--- src/rtl/axi_rd_arbiter_if.sv ---
`default_nettype none
// ============================================================================
// Module      : axi_rd_arbiter_if
// Description : Signal bundle for the icache/dcache read-request ports, the
//               shared AXI4 AR/R channels and the sticky error flag.
//               "master" is the arbiter's view; "slave" is the view of the
//               surrounding caches and interconnect.
// Revision    : 1.0  initial release
// ============================================================================
interface axi_rd_arbiter_if;

  // icache side
  logic        i_arvalid;
  logic [31:0] i_araddr;
  logic        i_arready;
  logic        i_rvalid;
  logic        i_rlast;
  logic [31:0] i_rdata;
  logic        i_rready;

  // dcache side
  logic        d_arvalid;
  logic [31:0] d_araddr;
  logic        d_arready;
  logic        d_rvalid;
  logic        d_rlast;
  logic [31:0] d_rdata;
  logic        d_rready;

  // AXI AR channel
  logic        arvalid;
  logic [31:0] araddr;
  logic [3:0]  arid;
  logic [7:0]  arlen;
  logic [2:0]  arsize;
  logic [1:0]  arburst;
  logic        arready;

  // AXI R channel
  logic        rvalid;
  logic        rlast;
  logic [31:0] rdata;
  logic [1:0]  rresp;
  logic [3:0]  rid;
  logic        rready;

  // sticky protocol / response error
  logic        rd_err;

  modport master (
    input  i_arvalid, i_araddr, i_rready,
    input  d_arvalid, d_araddr, d_rready,
    input  arready,
    input  rvalid, rlast, rdata, rresp, rid,
    output i_arready, i_rvalid, i_rlast, i_rdata,
    output d_arready, d_rvalid, d_rlast, d_rdata,
    output arvalid, araddr, arid, arlen, arsize, arburst,
    output rready,
    output rd_err
  );

  modport slave (
    output i_arvalid, i_araddr, i_rready,
    output d_arvalid, d_araddr, d_rready,
    output arready,
    output rvalid, rlast, rdata, rresp, rid,
    input  i_arready, i_rvalid, i_rlast, i_rdata,
    input  d_arready, d_rvalid, d_rlast, d_rdata,
    input  arvalid, araddr, arid, arlen, arsize, arburst,
    input  rready,
    input  rd_err
  );

endinterface
`default_nettype wire

--- src/rtl/axi_rd_arbiter.sv ---
`default_nettype none
// ============================================================================
// Module      : axi_rd_arbiter
// Description : Single-outstanding AXI4 read arbiter between the icache and
//               dcache miss FSMs. Grants one line request (round-robin on a
//               tie), issues one INCR burst on AR and steers the R beats back
//               to the owner combinationally. Flags response/ID/length
//               errors in a sticky rd_err bit.
// Revision    : 1.0  initial release
// ============================================================================
module axi_rd_arbiter #(
  parameter logic [3:0]  ID_I       = 4'd0,
  parameter logic [3:0]  ID_D       = 4'd1,
  parameter int unsigned LINE_BEATS = 4
) (
  input  wire logic         clk,
  input  wire logic         rst,
  axi_rd_arbiter_if.master  bus
);

  // Beat counter width; a single-beat line still needs a 1-bit counter.
  localparam int unsigned          c_CNT_W     = (LINE_BEATS > 1) ? $clog2(LINE_BEATS) : 1;
  localparam logic [c_CNT_W-1:0]   c_LAST_BEAT = c_CNT_W'(LINE_BEATS - 1);
  localparam logic [7:0]           c_ARLEN     = 8'(LINE_BEATS - 1);
  localparam logic [2:0]           c_ARSIZE    = 3'b010;   // 4-byte beats
  localparam logic [1:0]           c_ARBURST   = 2'b01;    // INCR
  localparam logic [31:0]          c_LINE_MASK = 32'hFFFF_FFF0;

  typedef enum logic [1:0] {
    S_IDLE = 2'd0,
    S_AR   = 2'd1,
    S_R    = 2'd2
  } state_t;

  state_t             state_q,  state_d;
  logic               owner_q,  owner_d;    // 1 = dcache owns the bus
  logic [31:0]        araddr_q, araddr_d;
  logic [3:0]         arid_q,   arid_d;
  logic               last_d_q, last_d_d;   // dcache won the previous grant
  logic [c_CNT_W-1:0] beat_q,   beat_d;
  logic               rd_err_q, rd_err_d;

  logic               w_in_ar;
  logic               w_in_r;
  logic               w_rready;
  logic               w_hs;
  logic               w_pick_d;
  logic [31:0]        w_req_addr;
  logic               w_beat_err;

  assign w_in_ar  = (state_q == S_AR);
  assign w_in_r   = (state_q == S_R);

  // Backpressure from the owning cache goes straight to the bus.
  assign w_rready = w_in_r && (owner_q ? bus.d_rready : bus.i_rready);
  assign w_hs     = bus.rvalid && w_rready;

  // A beat is bad on an error response, a foreign ID, or rlast out of place.
  assign w_beat_err = (bus.rresp != 2'b00) ||
                      (bus.rid != arid_q) ||
                      (bus.rlast != (beat_q == c_LAST_BEAT));

  // Next-state, grant decision and datapath register updates.
  always_comb begin
    state_d    = state_q;
    owner_d    = owner_q;
    araddr_d   = araddr_q;
    arid_d     = arid_q;
    last_d_d   = last_d_q;
    beat_d     = beat_q;
    rd_err_d   = rd_err_q;
    w_pick_d   = 1'b0;
    w_req_addr = bus.i_araddr;

    case (state_q)
      S_IDLE: begin
        if (bus.i_arvalid || bus.d_arvalid) begin
          // On a tie the cache that lost last time wins.
          w_pick_d   = bus.d_arvalid && (!bus.i_arvalid || !last_d_q);
          w_req_addr = w_pick_d ? bus.d_araddr : bus.i_araddr;
          owner_d    = w_pick_d;
          araddr_d   = w_req_addr & c_LINE_MASK;
          arid_d     = w_pick_d ? ID_D : ID_I;
          state_d    = S_AR;
        end
      end
      S_AR: begin
        if (bus.arready) begin
          beat_d  = '0;
          state_d = S_R;
        end
      end
      S_R: begin
        if (w_hs) begin
          beat_d = beat_q + 1'b1;
          if (w_beat_err) begin
            rd_err_d = 1'b1;
          end
          // The burst ends on the bus rlast even if it came early or late.
          if (bus.rlast) begin
            last_d_d = owner_q;
            state_d  = S_IDLE;
          end
        end
      end
      default: begin
        state_d = S_IDLE;
      end
    endcase
  end

  // State and datapath registers; reset abandons any burst in flight.
  always_ff @(posedge clk or posedge rst) begin
    if (rst) begin
      state_q  <= S_IDLE;
      owner_q  <= 1'b0;
      araddr_q <= 32'h0;
      arid_q   <= 4'h0;
      last_d_q <= 1'b0;
      beat_q   <= '0;
      rd_err_q <= 1'b0;
    end else begin
      state_q  <= state_d;
      owner_q  <= owner_d;
      araddr_q <= araddr_d;
      arid_q   <= arid_d;
      last_d_q <= last_d_d;
      beat_q   <= beat_d;
      rd_err_q <= rd_err_d;
    end
  end

  // AR channel: address and ID are held from AR entry until the handshake.
  assign bus.arvalid = w_in_ar;
  assign bus.araddr  = araddr_q;
  assign bus.arid    = arid_q;
  assign bus.arlen   = c_ARLEN;
  assign bus.arsize  = c_ARSIZE;
  assign bus.arburst = c_ARBURST;

  // Request acceptance is a combinational echo of arready to the owner only.
  assign bus.i_arready = w_in_ar && !owner_q && bus.arready;
  assign bus.d_arready = w_in_ar &&  owner_q && bus.arready;

  // R channel steering: zero-latency pass-through to the owner, zero elsewhere.
  assign bus.rready   = w_rready;
  assign bus.i_rvalid = w_in_r && !owner_q && bus.rvalid;
  assign bus.i_rlast  = w_in_r && !owner_q && bus.rlast;
  assign bus.i_rdata  = (w_in_r && !owner_q) ? bus.rdata : 32'h0;
  assign bus.d_rvalid = w_in_r &&  owner_q && bus.rvalid;
  assign bus.d_rlast  = w_in_r &&  owner_q && bus.rlast;
  assign bus.d_rdata  = (w_in_r &&  owner_q) ? bus.rdata : 32'h0;

  assign bus.rd_err = rd_err_q;

endmodule
`default_nettype wire
--- src/flat_wrapper.sv ---
// flat-port wrapper written by rule: the top's interface ports become plain ports
module axi_rd_arbiter_flat 
#(
  parameter logic [3:0]  ID_I       = 4'd0,
  parameter logic [3:0]  ID_D       = 4'd1,
  parameter int unsigned LINE_BEATS = 4
)
  (clk, rst, bus_i_arvalid, bus_i_araddr, bus_i_rready, bus_d_arvalid, bus_d_araddr, bus_d_rready, bus_arready, bus_rvalid, bus_rlast, bus_rdata, bus_rresp, bus_rid, bus_i_arready, bus_i_rvalid, bus_i_rlast, bus_i_rdata, bus_d_arready, bus_d_rvalid, bus_d_rlast, bus_d_rdata, bus_arvalid, bus_araddr, bus_arid, bus_arlen, bus_arsize, bus_arburst, bus_rready, bus_rd_err);
  axi_rd_arbiter_if bus_i ();
  input  wire logic clk;
  input  wire logic rst;
  input wire logic [$bits(bus_i.i_arvalid)-1:0] bus_i_arvalid;
  input wire logic [$bits(bus_i.i_araddr)-1:0] bus_i_araddr;
  input wire logic [$bits(bus_i.i_rready)-1:0] bus_i_rready;
  input wire logic [$bits(bus_i.d_arvalid)-1:0] bus_d_arvalid;
  input wire logic [$bits(bus_i.d_araddr)-1:0] bus_d_araddr;
  input wire logic [$bits(bus_i.d_rready)-1:0] bus_d_rready;
  input wire logic [$bits(bus_i.arready)-1:0] bus_arready;
  input wire logic [$bits(bus_i.rvalid)-1:0] bus_rvalid;
  input wire logic [$bits(bus_i.rlast)-1:0] bus_rlast;
  input wire logic [$bits(bus_i.rdata)-1:0] bus_rdata;
  input wire logic [$bits(bus_i.rresp)-1:0] bus_rresp;
  input wire logic [$bits(bus_i.rid)-1:0] bus_rid;
  output wire logic [$bits(bus_i.i_arready)-1:0] bus_i_arready;
  output wire logic [$bits(bus_i.i_rvalid)-1:0] bus_i_rvalid;
  output wire logic [$bits(bus_i.i_rlast)-1:0] bus_i_rlast;
  output wire logic [$bits(bus_i.i_rdata)-1:0] bus_i_rdata;
  output wire logic [$bits(bus_i.d_arready)-1:0] bus_d_arready;
  output wire logic [$bits(bus_i.d_rvalid)-1:0] bus_d_rvalid;
  output wire logic [$bits(bus_i.d_rlast)-1:0] bus_d_rlast;
  output wire logic [$bits(bus_i.d_rdata)-1:0] bus_d_rdata;
  output wire logic [$bits(bus_i.arvalid)-1:0] bus_arvalid;
  output wire logic [$bits(bus_i.araddr)-1:0] bus_araddr;
  output wire logic [$bits(bus_i.arid)-1:0] bus_arid;
  output wire logic [$bits(bus_i.arlen)-1:0] bus_arlen;
  output wire logic [$bits(bus_i.arsize)-1:0] bus_arsize;
  output wire logic [$bits(bus_i.arburst)-1:0] bus_arburst;
  output wire logic [$bits(bus_i.rready)-1:0] bus_rready;
  output wire logic [$bits(bus_i.rd_err)-1:0] bus_rd_err;
  assign bus_i.i_arvalid = bus_i_arvalid;
  assign bus_i.i_araddr = bus_i_araddr;
  assign bus_i.i_rready = bus_i_rready;
  assign bus_i.d_arvalid = bus_d_arvalid;
  assign bus_i.d_araddr = bus_d_araddr;
  assign bus_i.d_rready = bus_d_rready;
  assign bus_i.arready = bus_arready;
  assign bus_i.rvalid = bus_rvalid;
  assign bus_i.rlast = bus_rlast;
  assign bus_i.rdata = bus_rdata;
  assign bus_i.rresp = bus_rresp;
  assign bus_i.rid = bus_rid;
  assign bus_i_arready = bus_i.i_arready;
  assign bus_i_rvalid = bus_i.i_rvalid;
  assign bus_i_rlast = bus_i.i_rlast;
  assign bus_i_rdata = bus_i.i_rdata;
  assign bus_d_arready = bus_i.d_arready;
  assign bus_d_rvalid = bus_i.d_rvalid;
  assign bus_d_rlast = bus_i.d_rlast;
  assign bus_d_rdata = bus_i.d_rdata;
  assign bus_arvalid = bus_i.arvalid;
  assign bus_araddr = bus_i.araddr;
  assign bus_arid = bus_i.arid;
  assign bus_arlen = bus_i.arlen;
  assign bus_arsize = bus_i.arsize;
  assign bus_arburst = bus_i.arburst;
  assign bus_rready = bus_i.rready;
  assign bus_rd_err = bus_i.rd_err;
  axi_rd_arbiter #(.ID_I(ID_I), .ID_D(ID_D), .LINE_BEATS(LINE_BEATS)) u_core (.clk(clk), .rst(rst), .bus(bus_i));
endmodule
--- config.mk ---
export PLATFORM = sky130hd
export DESIGN_NAME = axi_rd_arbiter_flat
export DESIGN_NICKNAME = d
export VERILOG_FILES = /design/src/rtl/axi_rd_arbiter_if.sv /design/src/rtl/axi_rd_arbiter.sv /design/src/flat_wrapper.sv
export SDC_FILE = /design/constraint.sdc
export NUM_CORES = 1
export LEC_CHECK = 0
export BUFFER_PORTS_ARGS = -buffer_cell sky130_fd_sc_hd__buf_2
export CAP_MARGIN = 20
export CORE_MARGIN = 4
export CORE_UTILIZATION = 36
export CTS_CLUSTER_DIAMETER = 50
export CTS_CLUSTER_SIZE = 14
export DETAILED_ROUTE_END_ITERATION = 10
export PLACE_DENSITY = 0.79
export SLEW_MARGIN = 0
export SYNTH_ARGS = -nofsm -noshare
export SYNTH_HDL_FRONTEND = slang
export SYNTH_SLANG_ARGS = --single-unit
--- constraint.sdc ---
create_clock -name clk -period 2.32 [get_ports clk]
set_clock_uncertainty 0.2 [all_clocks]
set_input_delay 0.116 -clock clk [delete_from_list [all_inputs] [get_ports clk]]
set_output_delay 0.116 -clock clk [all_outputs]
set_load 0.01 [all_outputs]
; ---- Word-level counts from Yosys, hierarchy flattened
; Cells that the tools add are included.
[classes]
mux = 13
add_sub_neg = 1
eq_ne = 9
reduce_logical = 28
[op_table]
columns = op, n
row1 = $mux W32, 3
row2 = $logic_and A1 B1 Y1, 13
row3 = $mux W2, 6
row4 = $reduce_and A3 Y1, 3
row5 = $ne A2 B2 Y1 const B, 3
row6 = $pmux W2 S3, 1
row7 = $eq A2 B2 Y1 const B, 2
row8 = $logic_or A1 B1 Y1, 4
row9 = $ne A4 B4 Y1, 1
row10 = $pmux W2 S2, 1
row11 = $reduce_and A4 Y1, 1
row12 = $reduce_bool A2 Y1, 2
row13 = $logic_not A1 Y1, 3
row14 = $add A2 B1 Y2 const B, 1
row15 = $eq A2 B1 Y1 const B, 1
row16 = $logic_not A2 Y1, 1
row17 = $mux W1, 2
row18 = $ne A2 B1 Y1 const B, 1
row19 = $reduce_and A2 Y1, 1
row20 = $ne A1 B1 Y1, 1
[totals]
elab_cells = 58
regBits = 39

; ---- Logic depth before layout (Yosys ltp)
; Gate-level depths: netlist of the first run.
[logic_depth]
word_depth = 5
ltp_mapped = 5

; ---- Worst setup path after synthesis of the first run
; No wires, ideal clock.
[synth_path]
kind = register to register
startpoint = reg u_core.last_d_q
endpoint = reg u_core.araddr_q[5] (netlist: u_core.bus.araddr[5])
path_stages_with_launch = 6
n_path_buf = 2
required_time_ns = 1.995
synth_period_minus_slack_ns = 1.684
t_arrival_ns = 1.359
path_slack_ns = 0.636
path_cell_list = dfrtp_1 -> a21bo_2 -> buf_6 -> buf_6 -> mux2_4 -> mux2_4
[synth_between]
elab_chain_cells = 4
[synth_rtl]
columns = element, line
row1 = from (decl), axi_rd_arbiter.sv:39  ; logic last_d_q, last_d_d;
row2 = from (signal assigned), axi_rd_arbiter.sv:127  ; last_d_q <= last_d_d;
row3 = $logic_not A1 Y1, axi_rd_arbiter.sv:79  ; w_pick_d = bus.d_arvalid && (!bus.i_arvalid || !last_d_q);
row4 = $logic_or A1 B1 Y1, axi_rd_arbiter.sv:79
row5 = $logic_and A1 B1 Y1, axi_rd_arbiter.sv:79
row6 = $mux W32, axi_rd_arbiter.sv:80  ; w_req_addr = w_pick_d ? bus.d_araddr : bus.i_araddr;
row7 = to (signal assigned), axi_rd_arbiter.sv:125  ; araddr_q <= araddr_d;
row8 = to (decl), axi_rd_arbiter.sv:37  ; logic [31:0] araddr_q, araddr_d;
; Every way passes these cells.
; A chain may end at the register's enable or synchronous reset.

; ---- Worst setup path after layout of the first run
[layout_path]
startpoint = reg u_core.last_d_q
endpoint = reg u_core.araddr_q[30] (netlist: u_core.bus.araddr[30])
; Same word-level chain as after synthesis.

==> reports/results.ini, run 1 <==
[outcome]
outcome = finished, final reports clean

[floorplanning]
io_pins = 233
die_area_mm2 = 0.00820
die_x_um = 90.5
die_h_um = 90.5
coreArea_mm2 = 0.00649
rows = 29
initial_utilization_pct = 37.8

[setup_path]
crit_path_end_kind = flip-flop
crit_slowest_cell = dlygate4sd3_1
critPathMaxStageDelay_ps = 560
cp_top_family = buffers and inverters
reg2reg_from = u_core.last_d_q
r2r_slack_ps = 80
r2r_cells = 5
reg2reg_to = u_core.bus.araddr[30]
cp_data_arrival_time_ps = 2200
critPathBufInv = 2
critPathRequiredTime_ps = 2290
cp.depth = 5
startpoint_type = flip-flop
worstPathMaxFanout = 11
crit_chain = a21bo_2 > buf_4 > mux2_4 > dlygate4sd3_1 > mux2_4
critPathKind = reg -> reg
path_common_cell = mux2_4

[cts]
post_cts_buffers = 0
worstSkewPairLatency_ps = 280
root_buffer = clkbuf_8
numCtsBuffers = 5
clockBufferDepth = 2
cts_tree = built
cts_sinks = 35
htreeDepth = 2
clk_pin_slew_worst_paths_ps = 70

[timing]
setup_viol = 0
worst_pin_slew_ps = 555
period_minus_slack_ps = 2240
maxSlewHeadroom_pct = 62.9
maxSlewViolCount = 0
rsz0062_at_grt = false
min_period_over_period_pct = 96.4
final_hold_viol_count = 0
postLayoutSetupSlackWorst_ps = 84.1
clock.fmax_ghz = 0.447
timing.setup.tns_ps = 0

[cells_and_area]
n_antenna_cell = 0
nets = 594
area_delta_synth_final_pct = 65.8
final_cell_count_no_fill = 560
fill_cells = 557
drive_gt1_share_pct = 57.3
fin_area_mm2 = 0.00407

[min_path]
hold_class = in -> reg
min_to = u_core.bus.araddr[23]
hold_depth = 3
min-delay-start = bus_i_araddr[23]

[routing]
via_count = 2514
drc_errors = 0
post_drt_wl_per_cell_um = 15.2
drt-total-wl_mm = 8.51
drt-pass1-iter-count = 4
drt_iter0_drc = 42
antenna_left = 0
drt-vias-per-instance = 4.49

[placed_design]
dp_hpwl_mm = 6.13
placedCellCount = 501
io_buffers = 204
gp_congestion = 0.763
placed_cell_area_mm2 = 0.00347
pre_cts_slack_ps = 561

[synthesis]
synth_edf_count = 0
yosys_register_bits = 35
synth_common_cells = and2_1 (68), mux2_2 (39), dfrtp_1 (35), buf_4 (21), mux2_4 (18)
yosysMostFrequentCell = and2_1
syn-cell-area_mm2 = 0.00245
synth_top_cell_by_area = dfrtp_1
synth_seq_area_share_pct = 35.7
synthCells = 229
yosysWarnings = 0
synth_area_leaders = dfrtp_1 (36%), mux2_2 (18%), and2_1 (17%)
yosys.area.top_type_share_pct = 35.7
syn_avg_cell_area_um2 = 10.7
synth-main-ff-cell = dfrtp_1
async_flop_share_pct = 100
yosysUniqueCellTypes = 28

[global_route]
use_met3_pct = 4.92
grt_use_met2_pct = 39.4
grt.busiest_layer = met2
antenna_found_initial = 0
grt-ovfl-total = 0
grt_pass1_vias = 2628
grt_util_met1_pct = 20.3
grt_max_degree = 36
track_usage_pct = 19.9
grt_pass1_wl_mm = 13.2

[job]
drv_cap = 0

[power]
ir_drop_mv = 0.604
power_density_mw_per_mm2 = 883
leakagePower_nw = 2.28

[through the flow]
stage | power, W | util [%] | hold WS [ps]
2_1_floorplan | 0.00234 | - | 70.3
3_3_place_gp | 0.00299 | 53.4 | -38.4
3_5_place_dp | 0.00305 | 53.4 | -33.9
4_1_cts | 0.00362 | 62.6 | 0.180
5_1_grt | 0.00383 | 62.6 | 4.51
6_report | 0.00359 | 62.6 | 5.44
[power breakdown]
group	internal (W)	total [W]	switching, W
combinational	0.00110	0.00204	0.000940
sequential	0.000922	0.00112	0.000201
clock	0.000210	0.000428	0.000218
total	0.00223	0.00359	0.00136
[what timing repair did]
action,in CTS,in global routing
endpoints found under the setup margin,0,5
hold buffers,51,0
resized for setup,0,1
hold endpoints to repair,60,0
[final cells by class]
class	instances	area [um^2]	area share, %
repair buffers	262	1590	39.0
multi-input cells	174	1410	34.6
flip-flops and latches	35	876	21.5
well taps	77	96.3	2.37
clock buffers	6	72.6	1.78
inverters	4	15.0	0.369
clock inverters	2	12.5	0.308
[logic make-up (layout without fill, tap and decap cells)]
family          Yosys count  in the layout  synth area share (%)
compound gates            6              6                  2.04
xor+xnor                  2              2                 0.714
fa+ha+maj                 1              1                 0.510
buf+inv                  38            274                  9.90
flops                    35             35                  35.7
mux                      60             60                  30.2
other cells               2             20                 0.306
simple gates             85             85                  20.7
[sequential cells by signal, summed over array words and instances (netlist names)]
register and cells:
u_core.bus.araddr 28, u_core.last_d_q 1, u_core.state_q 2, u_core.bus.arid 1, u_core.bus.rd_err 1, u_core.beat_q 2
[how the worst max path moves through the flow]
stage,startpoint,end,slack [ps]
after global routing,u_core.last_d_q,u_core.bus.araddr[26],40
after global placement,u_core.state_q[0],u_core.bus.araddr[21],610
after detailed placement,u_core.state_q[0],u_core.bus.araddr[21],560
final,u_core.last_d_q,u_core.bus.araddr[30],80
after CTS,u_core.last_d_q,u_core.bus.araddr[19],70
after floorplan,u_core.last_d_q,u_core.bus.araddr[5],640
[layer usage]
layer  up-vias  part of all wire [%]
met5         -                     0
met4         0                   1.5
met3        12                   7.6
met2       116                    56
met1      1168                    35
li1       1218                     -
[layout by cell type, fill, tap and decap left out, types with 2 or more instances in the layout]
master	instances
inv_1	4
and2_1	68
mux2_2	39
dlygate4sd3_1	51
dfrtp_1	35
nor2_1	6
buf_2	204
clkbuf_8	5
buf_4	6
mux2_4	18
nand2_1	4
conb_1	20
xor2_1	2
mux2i_1	3
[tightest hold or removal path, cell delays in order]
cell and delay [ps]:
buf_2 70, mux2_2 130, mux2_2 140
Power figures use the tool's default switching activity.
==> inputs of run 2 (changes only) <==
--- a/config.mk
+++ b/config.mk
@@ -8,10 +8,11 @@
 export BUFFER_PORTS_ARGS = -buffer_cell sky130_fd_sc_hd__buf_2
 export CAP_MARGIN = 20
 export CORE_MARGIN = 4
-export CORE_UTILIZATION = 36
+export CORE_UTILIZATION = 34
 export CTS_CLUSTER_DIAMETER = 50
 export CTS_CLUSTER_SIZE = 14
 export DETAILED_ROUTE_END_ITERATION = 10
+export GPL_TIMING_DRIVEN = 0
 export PLACE_DENSITY = 0.79
 export SLEW_MARGIN = 0
 export SYNTH_ARGS = -nofsm -noshare
==> constraint.sdc (replaced) <==
create_clock -name clk -period 1.8 [get_ports clk]
set_clock_uncertainty 0.2 [all_clocks]
set_input_delay 0.09 -clock clk [delete_from_list [all_inputs] [get_ports clk]]
set_output_delay 0.09 -clock clk [all_outputs]
set_load 0.01 [all_outputs]
==> run 2 against run 1 <==
The run now ends with setup timing left; critical path depth increased by 1; non-clock buffer count up 54; sequential power grew 29%; cell count up 13%; setup slack worse by 130 ps; worst hold slack improved by 34 ps; flip-flop and latch count did not move; sequential share of layout area is 4.9 points lower; combinational power rose by 83%; final area is 30% higher; core utilization increased by 14 points; critical path type is now reg -> out; critical endpoint is now bus_i_rdata[3]; largest power group unchanged.
==> reports/results.ini, run 2 (synthesis results as in run 1) <==
[outcome]
outcome = finished, violations left
violations = setup timing

[cts]
htreeDepth = 2  ; unchanged
root_buffer = clkbuf_8
clk_pin_slew_worst_paths_ps = 70  ; about the same
numCtsBuffers = 5  ; unchanged
cts_sinks = 35  ; unchanged
cts_tree = built
worstSkewPairLatency_ps = 280  ; about the same
clockBufferDepth = 2  ; unchanged

[floorplanning]
coreArea_mm2 = 0.00691  ; +6.3%
initial_utilization_pct = 35.5  ; -2.3 points
die_x_um = 92.9  ; +2.6%
die_h_um = 92.9  ; +2.6%
io_pins = 233  ; unchanged
die_area_mm2 = 0.00864  ; +5.4%
rows = 30  ; +3.4%

[routing]
via_count = 2944  ; +17%
drt_iter0_drc = 83  ; +98%
antenna_left = 0  ; unchanged
drt-total-wl_mm = 11.8  ; +39%
post_drt_wl_per_cell_um = 18.6  ; +22%
drt-vias-per-instance = 4.64  ; +3.3%
drt-pass1-iter-count = 4  ; unchanged
drc_errors = 0  ; unchanged

[setup_path]
critPathRequiredTime_ps = 1510  ; -780 ps
reg2reg_to = u_core.bus.araddr[16]
critPathKind = reg -> out
startpoint_type = flip-flop
r2r_cells = 3  ; -2
reg2reg_from = u_core.state_q[1]
cp_data_arrival_time_ps = 1550  ; -650 ps
crit_path_end_kind = output port
r2r_slack_ps = 40  ; -40 ps
worstPathMaxFanout = 5  ; -6

[placed_design]
gp_congestion = 0.777  ; +1.8%
io_buffers = 204  ; unchanged
pre_cts_slack_ps = -170  ; -732 ps
dp_hpwl_mm = 6.61  ; +7.8%

[timing]
maxSlewHeadroom_pct = 45.4  ; -17 points
postLayoutSetupSlackWorst_ps = -43.1  ; -127 ps
maxSlewViolCount = 0  ; unchanged
final_hold_viol_count = 0  ; unchanged
rsz0062_at_grt = true
worst_pin_slew_ps = 818  ; +262 ps
timing.setup.tns_ps = -528  ; -528 ps
setup_viol = 33  ; +33
min_period_over_period_pct = 102
clock.fmax_ghz = 0.543
period_minus_slack_ps = 1840

[cells_and_area]
drive_gt1_share_pct = 71.0  ; +14 points
layout_commonest_cell = buf_2
most-common-layout-cells = buf_2 (150), dlygate4sd3_1 (63), buf_6 (61), and2_4 (56), mux2_2 (39)
fill_cells = 458  ; -18%
multi_input_area_mm2 = 0.00158  ; +12%
area_delta_synth_final_pct = 115
largest_reg_flops = 28  ; unchanged
seqCellArea_um2 = 877  ; +0.14%
nets = 649  ; +9.3%
final_util_pct = 76.3  ; +14 points

[min_path]
min-delay-start = bus_rvalid
hold_depth = 4  ; +1
min_to = u_core.state_q[1]
hold_class = in -> reg

[global_route]
grt-ovfl-total = 0  ; unchanged
grt_pass1_vias = 3030  ; +15%
track_usage_pct = 22.8  ; +3.0 points
grt_pass1_wl_mm = 15.5  ; +17%
antenna_found_initial = 0  ; unchanged
grt_max_degree = 19  ; -47%

[power]
ir_drop_mv = 0.682  ; +13%
power_density_mw_per_mm2 = 1120  ; +27%
leakagePower_nw = 2.74  ; +20%

[job]
drv_cap = 0  ; unchanged

[run 2: area by class of cell]
| class | instances | area share, % |
|---|---|---|
| antenna | 1 | 0.0475 |
| clock inverter | 3 | 0.831 |
| buffer | 33 | 5.61 |
| timing repair buffer | 283 | 42.9 |
| inverter | 4 | 0.380 |
| clock buffer | 5 | 1.31 |
| tap | 96 | 2.28 |
| sequential | 35 | 16.7 |
| multi-input combinational | 175 | 30.0 |
[run 2: critical path, stage by stage (launching register included)]
cell      delay, ps
dfrtp_1         400
nand2b_4        200
nor2_4          170
buf_12          140
buf_8           110
and2_4          140
buf_6           110
[run 2: through the flow]
stage,cells,instance area (um^2),hold slack [ps],power [W]
finish,635,5270,39.5,0.00590
global route,634,5270,35.5,0.00622
CTS,627,4750,3.43,0.00525
detailed placement,548,3690,80.3,0.00401
global placement,547,3660,163,0.00394
floorplan,247,2520,44.3,0.00302
[run 2: routing by layer]
layer / wire [um] / vias up / GRT usage, %
li1: - / 1339 / -
met1: 4000 / 1430 / 26.6
met2: 6570 / 142 / 40.5
met3: 817 / 33 / 6.17
met4: 391 / 0 / 7.20
met5: 0 / - / 0
[run 2: how the worst max path moves through the flow]
stage,start,cells after the start,endpoint,slack (ps)
after floorplan,u_core.last_d_q,5,u_core.bus.araddr[5],120
after global placement,u_core.state_q[0],5,bus_i_rdata[2],-160
after detailed placement,u_core.state_q[0],5,bus_i_rdata[7],-170
after CTS,u_core.state_q[0],5,bus_i_rdata[8],-40
after global routing,u_core.state_q[0],6,bus_i_rdata[7],-90
final,u_core.state_q[0],6,bus_i_rdata[3],-40
[run 2: power breakdown]
group          internal, W  switching, W
Sequential         0.00119      0.000245
Combinational      0.00218       0.00157
Clock             0.000413      0.000303
[run 2: repair_timing]
| action | in CTS | in global routing |
|---|---|---|
| setup endpoints to repair | 69 | 97 |
| gates resized for setup | 64 | 102 |
| pin swaps | 27 | 29 |
| buffers inserted | 4 | 5 |
| cloned | 4 | 3 |
| endpoints found under the hold margin | 47 | 0 |
| hold buffers | 63 | 0 |
